$ cat src/rtl/axi_rr_arbiter.sv
// Shares one single-beat AXI-style port between NREQ requesters; independent write and read arbiters.
// Define AXI_ARB_RR_EN for round-robin selection; otherwise the lowest requesting index wins.
//
// state  | meaning
// W_IDLE | no write owner, arbitrate AW requests
// W_ADDR | forward AW of wgnt
// W_DATA | forward W of wgnt
// W_RESP | return B to wgnt
// R_IDLE | no read owner, arbitrate AR requests
// R_ADDR | forward AR of rgnt
// R_DATA | return R to rgnt
module axi_rr_arbiter #(
    parameter int NREQ = 2,
    parameter int AW   = 6,
    parameter int DW   = 32
) (
    input  logic                     clk_i,
    input  logic                     rst_ni,
    input  logic [NREQ-1:0]          s_aw_rdy_i,
    output logic [NREQ-1:0]          s_aw_ack_o,
    input  logic [NREQ-1:0][AW-1:0]  s_aw_i,
    input  logic [NREQ-1:0]          s_w_rdy_i,
    output logic [NREQ-1:0]          s_w_ack_o,
    input  logic [NREQ-1:0][DW-1:0]  s_w_i,
    output logic [NREQ-1:0]          s_b_rdy_o,
    input  logic [NREQ-1:0]          s_b_ack_i,
    output logic [1:0]               s_b_o,
    input  logic [NREQ-1:0]          s_ar_rdy_i,
    output logic [NREQ-1:0]          s_ar_ack_o,
    input  logic [NREQ-1:0][AW-1:0]  s_ar_i,
    output logic [NREQ-1:0]          s_r_rdy_o,
    input  logic [NREQ-1:0]          s_r_ack_i,
    output logic [DW-1:0]            s_r_o,
    output logic                     m_aw_rdy_o,
    input  logic                     m_aw_ack_i,
    output logic [AW-1:0]            m_aw_o,
    output logic                     m_w_rdy_o,
    input  logic                     m_w_ack_i,
    output logic [DW-1:0]            m_w_o,
    input  logic                     m_b_rdy_i,
    output logic                     m_b_ack_o,
    input  logic [1:0]               m_b_i,
    output logic                     m_ar_rdy_o,
    input  logic                     m_ar_ack_i,
    output logic [AW-1:0]            m_ar_o,
    input  logic                     m_r_rdy_i,
    output logic                     m_r_ack_o,
    input  logic [DW-1:0]            m_r_i
);
    localparam int GW = (NREQ > 1) ? $clog2(NREQ) : 1;

    typedef enum logic [1:0] {W_IDLE, W_ADDR, W_DATA, W_RESP} wstate_e;
    typedef enum logic [1:0] {R_IDLE, R_ADDR, R_DATA} rstate_e;

    wstate_e         wstate_q, wstate_d;
    rstate_e         rstate_q, rstate_d;
    logic [GW-1:0]   wgnt_q, wgnt_d, rgnt_q, rgnt_d;

`ifdef AXI_ARB_RR_EN
    logic [GW-1:0]   wlast_q, wlast_d, rlast_q, rlast_d;

    // Search starts one past the last owner so every requester gets a turn.
    function automatic logic [GW-1:0] pick(input logic [NREQ-1:0] req, input logic [GW-1:0] last);
        logic found;
        pick  = last;
        found = 1'b0;
        for (int i = 1; i <= NREQ; i++) begin
            int idx;
            idx = (int'(last) + i) % NREQ;
            if (!found && req[GW'(idx)]) begin
                pick  = GW'(idx);
                found = 1'b1;
            end
        end
    endfunction
`else
    function automatic logic [GW-1:0] pick(input logic [NREQ-1:0] req);
        pick = '0;
        for (int i = NREQ - 1; i >= 0; i--) begin
            if (req[GW'(i)]) pick = GW'(i);
        end
    endfunction
`endif

    always_ff @(posedge clk_i or negedge rst_ni) begin
        if (!rst_ni) begin
            wstate_q <= W_IDLE;
            rstate_q <= R_IDLE;
            wgnt_q   <= '0;
            rgnt_q   <= '0;
`ifdef AXI_ARB_RR_EN
            wlast_q  <= GW'(NREQ - 1);
            rlast_q  <= GW'(NREQ - 1);
`endif
        end else begin
            wstate_q <= wstate_d;
            rstate_q <= rstate_d;
            wgnt_q   <= wgnt_d;
            rgnt_q   <= rgnt_d;
`ifdef AXI_ARB_RR_EN
            wlast_q  <= wlast_d;
            rlast_q  <= rlast_d;
`endif
        end
    end

    assign s_b_o = m_b_i;
    assign s_r_o = m_r_i;

    always_comb begin
        wstate_d   = wstate_q;
        wgnt_d     = wgnt_q;
`ifdef AXI_ARB_RR_EN
        wlast_d    = wlast_q;
`endif
        s_aw_ack_o = '0;
        s_w_ack_o  = '0;
        s_b_rdy_o  = '0;
        m_aw_rdy_o = 1'b0;
        m_aw_o     = '0;
        m_w_rdy_o  = 1'b0;
        m_w_o      = '0;
        m_b_ack_o  = 1'b0;
        case (wstate_q)
            W_IDLE: begin
                if (|s_aw_rdy_i) begin
`ifdef AXI_ARB_RR_EN
                    wgnt_d = pick(s_aw_rdy_i, wlast_q);
`else
                    wgnt_d = pick(s_aw_rdy_i);
`endif
                    wstate_d = W_ADDR;
                end
            end
            W_ADDR: begin
                m_aw_rdy_o         = s_aw_rdy_i[wgnt_q];
                m_aw_o             = s_aw_i[wgnt_q];
                s_aw_ack_o[wgnt_q] = m_aw_ack_i;
                if (s_aw_rdy_i[wgnt_q] && m_aw_ack_i) wstate_d = W_DATA;
            end
            W_DATA: begin
                m_w_rdy_o         = s_w_rdy_i[wgnt_q];
                m_w_o             = s_w_i[wgnt_q];
                s_w_ack_o[wgnt_q] = m_w_ack_i;
                if (s_w_rdy_i[wgnt_q] && m_w_ack_i) wstate_d = W_RESP;
            end
            W_RESP: begin
                s_b_rdy_o[wgnt_q] = m_b_rdy_i;
                m_b_ack_o         = s_b_ack_i[wgnt_q];
                if (m_b_rdy_i && s_b_ack_i[wgnt_q]) begin
                    wstate_d = W_IDLE;
`ifdef AXI_ARB_RR_EN
                    wlast_d  = wgnt_q;
`endif
                end
            end
            default: wstate_d = W_IDLE;
        endcase
    end

    always_comb begin
        rstate_d   = rstate_q;
        rgnt_d     = rgnt_q;
`ifdef AXI_ARB_RR_EN
        rlast_d    = rlast_q;
`endif
        s_ar_ack_o = '0;
        s_r_rdy_o  = '0;
        m_ar_rdy_o = 1'b0;
        m_ar_o     = '0;
        m_r_ack_o  = 1'b0;
        case (rstate_q)
            R_IDLE: begin
                if (|s_ar_rdy_i) begin
`ifdef AXI_ARB_RR_EN
                    rgnt_d = pick(s_ar_rdy_i, rlast_q);
`else
                    rgnt_d = pick(s_ar_rdy_i);
`endif
                    rstate_d = R_ADDR;
                end
            end
            R_ADDR: begin
                m_ar_rdy_o         = s_ar_rdy_i[rgnt_q];
                m_ar_o             = s_ar_i[rgnt_q];
                s_ar_ack_o[rgnt_q] = m_ar_ack_i;
                if (s_ar_rdy_i[rgnt_q] && m_ar_ack_i) rstate_d = R_DATA;
            end
            R_DATA: begin
                s_r_rdy_o[rgnt_q] = m_r_rdy_i;
                m_r_ack_o         = s_r_ack_i[rgnt_q];
                if (m_r_rdy_i && s_r_ack_i[rgnt_q]) begin
                    rstate_d = R_IDLE;
`ifdef AXI_ARB_RR_EN
                    rlast_d  = rgnt_q;
`endif
                end
            end
            default: rstate_d = R_IDLE;
        endcase
    end
endmodule

$ cat config.mk
export PLATFORM = sky130hd
export DESIGN_NAME = axi_rr_arbiter
export DESIGN_NICKNAME = d
export VERILOG_FILES = /design/src/rtl/axi_rr_arbiter.sv
export SDC_FILE = /design/constraint.sdc
export NUM_CORES = 1
export LEC_CHECK = 0
export CORE_AREA = 5 5 88 90
export CTS_CLUSTER_SIZE = 28
export DETAILED_ROUTE_END_ITERATION = 7
export DIE_AREA = 0 0 93 95
export PLACE_DENSITY_LB_ADDON = 0.3
export REMOVE_ABC_BUFFERS = 1
export SLEW_MARGIN = 10
export SYNTH_ARGS = -nofsm -noshare
export SYNTH_HDL_FRONTEND = slang
export SYNTH_SLANG_ARGS = --single-unit
export TNS_END_PERCENT = 100
$ cat constraint.sdc
create_clock -name clk_i -period 2.01 [get_ports clk_i]
set_input_delay 0.201 -clock clk_i [delete_from_list [all_inputs] [get_ports clk_i]]
set_output_delay 0.201 -clock clk_i [all_outputs]
set_load 0.005 [all_outputs]
==> impl_results.md, run 1 <==
- Full die area: 8835 um2
- Final hold vios: 0
- Outcome: completed
- Die width: 93 um
- RSZ-0062 raised after global routing: no
- Setup total negative slack: 0 ps
- LEAKAGE: 0.7591 nW
- Htree depth: 1
- Worst R2R End: wstate_q[1]$_DFFE_PN0P_
- Final worst-path cycle share: 94.88%
- R2R setup slack: 320 ps
- Synth warn: 0
- Synth-to-Final Area Change: 107.6%
- Endpoint class of the critical path: primary output
- Num ports: 232
- Setup bufs post-CTS: 0
- Filler instances: 763
- CTS clk-pin slew, worst paths: 30 ps
- Layout cell share with drive strength beyond 1: 4.975%
- Gate Count Post-Synth: 123
- FF/Latch Area: 100.1 um2
- Flop and latch count out of synthesis: 4
- Grt total ovfl: 0
- Port buffer count: 111
- Core area: 6982 um2
- Clock Latency Late Sink: 220 ps
- ANT nets after route: 0
- Clock Tree Root: clkbuf_8
- Total Routing Usage GR: 12.42%
- Mean cell area of the mapped netlist: 7.619 um2
- Final worst path period need: 1907 ps
- Number of synthesized flops with an enable pin: 0
- Asr flop ratio synth: 100.0%
- Register area share after synthesis: 10.68%
- HP Class: input port to async pin
- DP HPWL: 5.222 mm
- Nets: 347
- Initial DRC Count: 17
- First-pass GRT wire length: 7.686 mm
- GPL Wtd Cong: 0.7460
- Multi-input logic area: 555.5 um2
- Die Span Y: 95 um
- Largest net degree at the start of global routing: 34
- Startpoint types: flop
- FF-to-FF Start: wstate_q[1]$_DFFE_PN0P_
- Routed WL per cell: 20.29 um
- Power Total: 1.626 mW
- Clk buf depth: 2
- Via count: 1080
- Total CTS buffers: 3
- Clock sinks: 4
- DRC: 0
- Site Rows: 31
- Clock Skew: 0.02912 ps
- DRT Pass-1 Iters: 4
- ANT cells: 0
- Pwr per Cell Area: 835.6 nW/um2
- Initial antenna violation count: 2
- CTS tree: built
- Vias in the first global route: 1124
- Synthesized cell area: 937.1 um2
- Total of max-cap violations: 0
- WP data arrival: 1710 ps
- WL final: 5.742 mm
- Netlist cell types: 22
- Vias/cell: 3.816
- Post-CTS sizing: 1
- Peak supply drop: 267.4 uV
- Starting Density: 13.42%
- Max Slew Vio Count: 0
- Fmax: 524.4 MHz
- R2R cell count: 5
- Top_reg_cell synth: dfrtp_1
- Worst EP required: 1810 ps
- Worst setup path class: flop to primary output
- Hold Buf Count CTS: 0
- Final setup viols: 0
- CP Max Fanout: 33
## worst max path at each step
stage	slack, ps	end	cells past startpoint	start
2_1_floorplan	180	wstate_q[1]$_DFFE_PN0P_	5	wstate_q[0]$_DFFE_PN0P_
3_3_place_gp	200	m_w_o[31]	5	wstate_q[0]$_DFFE_PN0P_
3_5_place_dp	200	m_w_o[5]	5	wstate_q[0]$_DFFE_PN0P_
4_1_cts	3	m_w_o[31]	5	wstate_q[0]$_DFFE_PN0P_
5_1_grt	3	m_ar_rdy_o	3	rstate_q[1]$_DFFE_PN0P_
6_report	100	m_w_o[31]	5	wstate_q[0]$_DFFE_PN0P_
## per-stage QoR
| stage | util (%) | worst slack, ps | hold slack (ps) | std cells | area [um2] |
|---|---|---|---|---|---|
| 6_report | 27.87 | 102.9 | 196.6 | 283 | 1946 |
| 3_5_place_dp | 27.06 | 201.4 | 402.1 | 280 | 1889 |
| 4_1_cts | 27.69 | 2.816 | 201.1 | 283 | 1933 |
| 5_1_grt | 27.87 | 2.872 | 204.7 | 283 | 1946 |
| 3_3_place_gp | 27.06 | 203.2 | 402.1 | 280 | 1889 |
| 2_1_floorplan | - | 177.7 | -94.59 | 85 | 648.1 |
## registers in the layout, indices dropped and copies added, names as in the netlist
signal and cells:
rstate_q 2, wstate_q 2
## cells in the mapped netlist (2+ instances only)
library cell | count | area, um2
and2_1 | 52 | 325.3
and3b_1 | 2 | 17.52
buf_4 | 39 | 292.8
clkbuf_1 | 3 | 11.26
dfrtp_1 | 4 | 100.1
ha_1 | 5 | 62.56
inv_1 | 2 | 7.510
nor2_1 | 2 | 7.510
## worst max-delay path, cell delays in order, from the launching register on
cell and delay [ps]:
dfrtp_1 400, inv_2 110, ha_4 170, buf_12 150, and2_1 140, clkdlybuf4s50_1 520
## routing by layer
layer | vias up | part of all wire [%] | wire (um) | track usage [%]
met4 | 6 | 0.26 | 15 | 1.099
met3 | 8 | 28 | 1599 | 17.29
met1 | 437 | 36 | 2077 | 12.24
li1 | 495 | - | - | -
met2 | 134 | 34 | 1976 | 15.24
met5 | - | 1.3 | 73 | 5.357
## cells in the final DEF (no fill, tap or decap)
master,count
a21boi_1,1
nor4_4,1
a21boi_2,1
o31ai_1,1
nor2b_1,1
nor2_1,2
inv_2,1
clkdlybuf4s50_1,111
ha_1,3
nand2_1,1
ha_4,1
dfrtp_1,4
o21ai_0,1
a21boi_0,1
clkbuf_8,3
ha_2,1
a21oi_1,1
nand3_1,1
nor3b_1,1
conb_1,5
buf_4,1
and2_1,52
inv_1,1
buf_12,1
mux2i_1,1
mux2_1,1
and3b_1,2
## area by class of cell
type / count / share of cell area (%)
multi-input cells: 79 / 28.55
flip-flops and latches: 4 / 5.145
inverters: 2 / 0.3859
clock buffers: 3 / 2.122
repair buffers: 113 / 58.52
well taps: 82 / 5.273
## kinds of logic after synthesis
logic type	count (synthesis)	share of synthesized area [%]
simple gates	61	42.06
flops	4	10.68
fa+ha+maj	5	6.676
compound gates	6	4.673
other cells	1	0.4001
mux	2	2.270
buf+inv	44	33.24
## where the power goes
part	total (mW)	internal, mW	switching, mW
sequential	0.146	0.114	0.0323
clock	0.167	0.127	0.0398
combinational	1.31	0.855	0.458
(Power assumes the default switching activity.)
==> run 2: changes to the inputs <==
--- a/config.mk
+++ b/config.mk
@@ -5,6 +5,7 @@
 export SDC_FILE = /design/constraint.sdc
 export NUM_CORES = 1
 export LEC_CHECK = 0
+export CAP_MARGIN = 20
 export CORE_AREA = 5 5 88 90
 export CTS_CLUSTER_SIZE = 28
 export DETAILED_ROUTE_END_ITERATION = 7
==> results of run 2 <==
The final DEF is identical to that of run 1; final timing and power are the same.
==> run 3: changes to the inputs <==
--- a/config.mk
+++ b/config.mk
@@ -12,6 +12,7 @@
 export DIE_AREA = 0 0 93 95
 export PLACE_DENSITY_LB_ADDON = 0.3
 export REMOVE_ABC_BUFFERS = 1
+export SKIP_CTS_REPAIR_TIMING = 1
 export SLEW_MARGIN = 10
 export SYNTH_ARGS = -nofsm -noshare
 export SYNTH_HDL_FRONTEND = slang
==> results of run 3 <==
The final DEF is identical to that of run 1; final timing and power are the same.
Main changes from that run: wire length of the first global-routing pass 7686 um -> 7700 um; overall routing resource usage 12.42% -> 12.43%; met1 usage 12.24% -> 12.29%
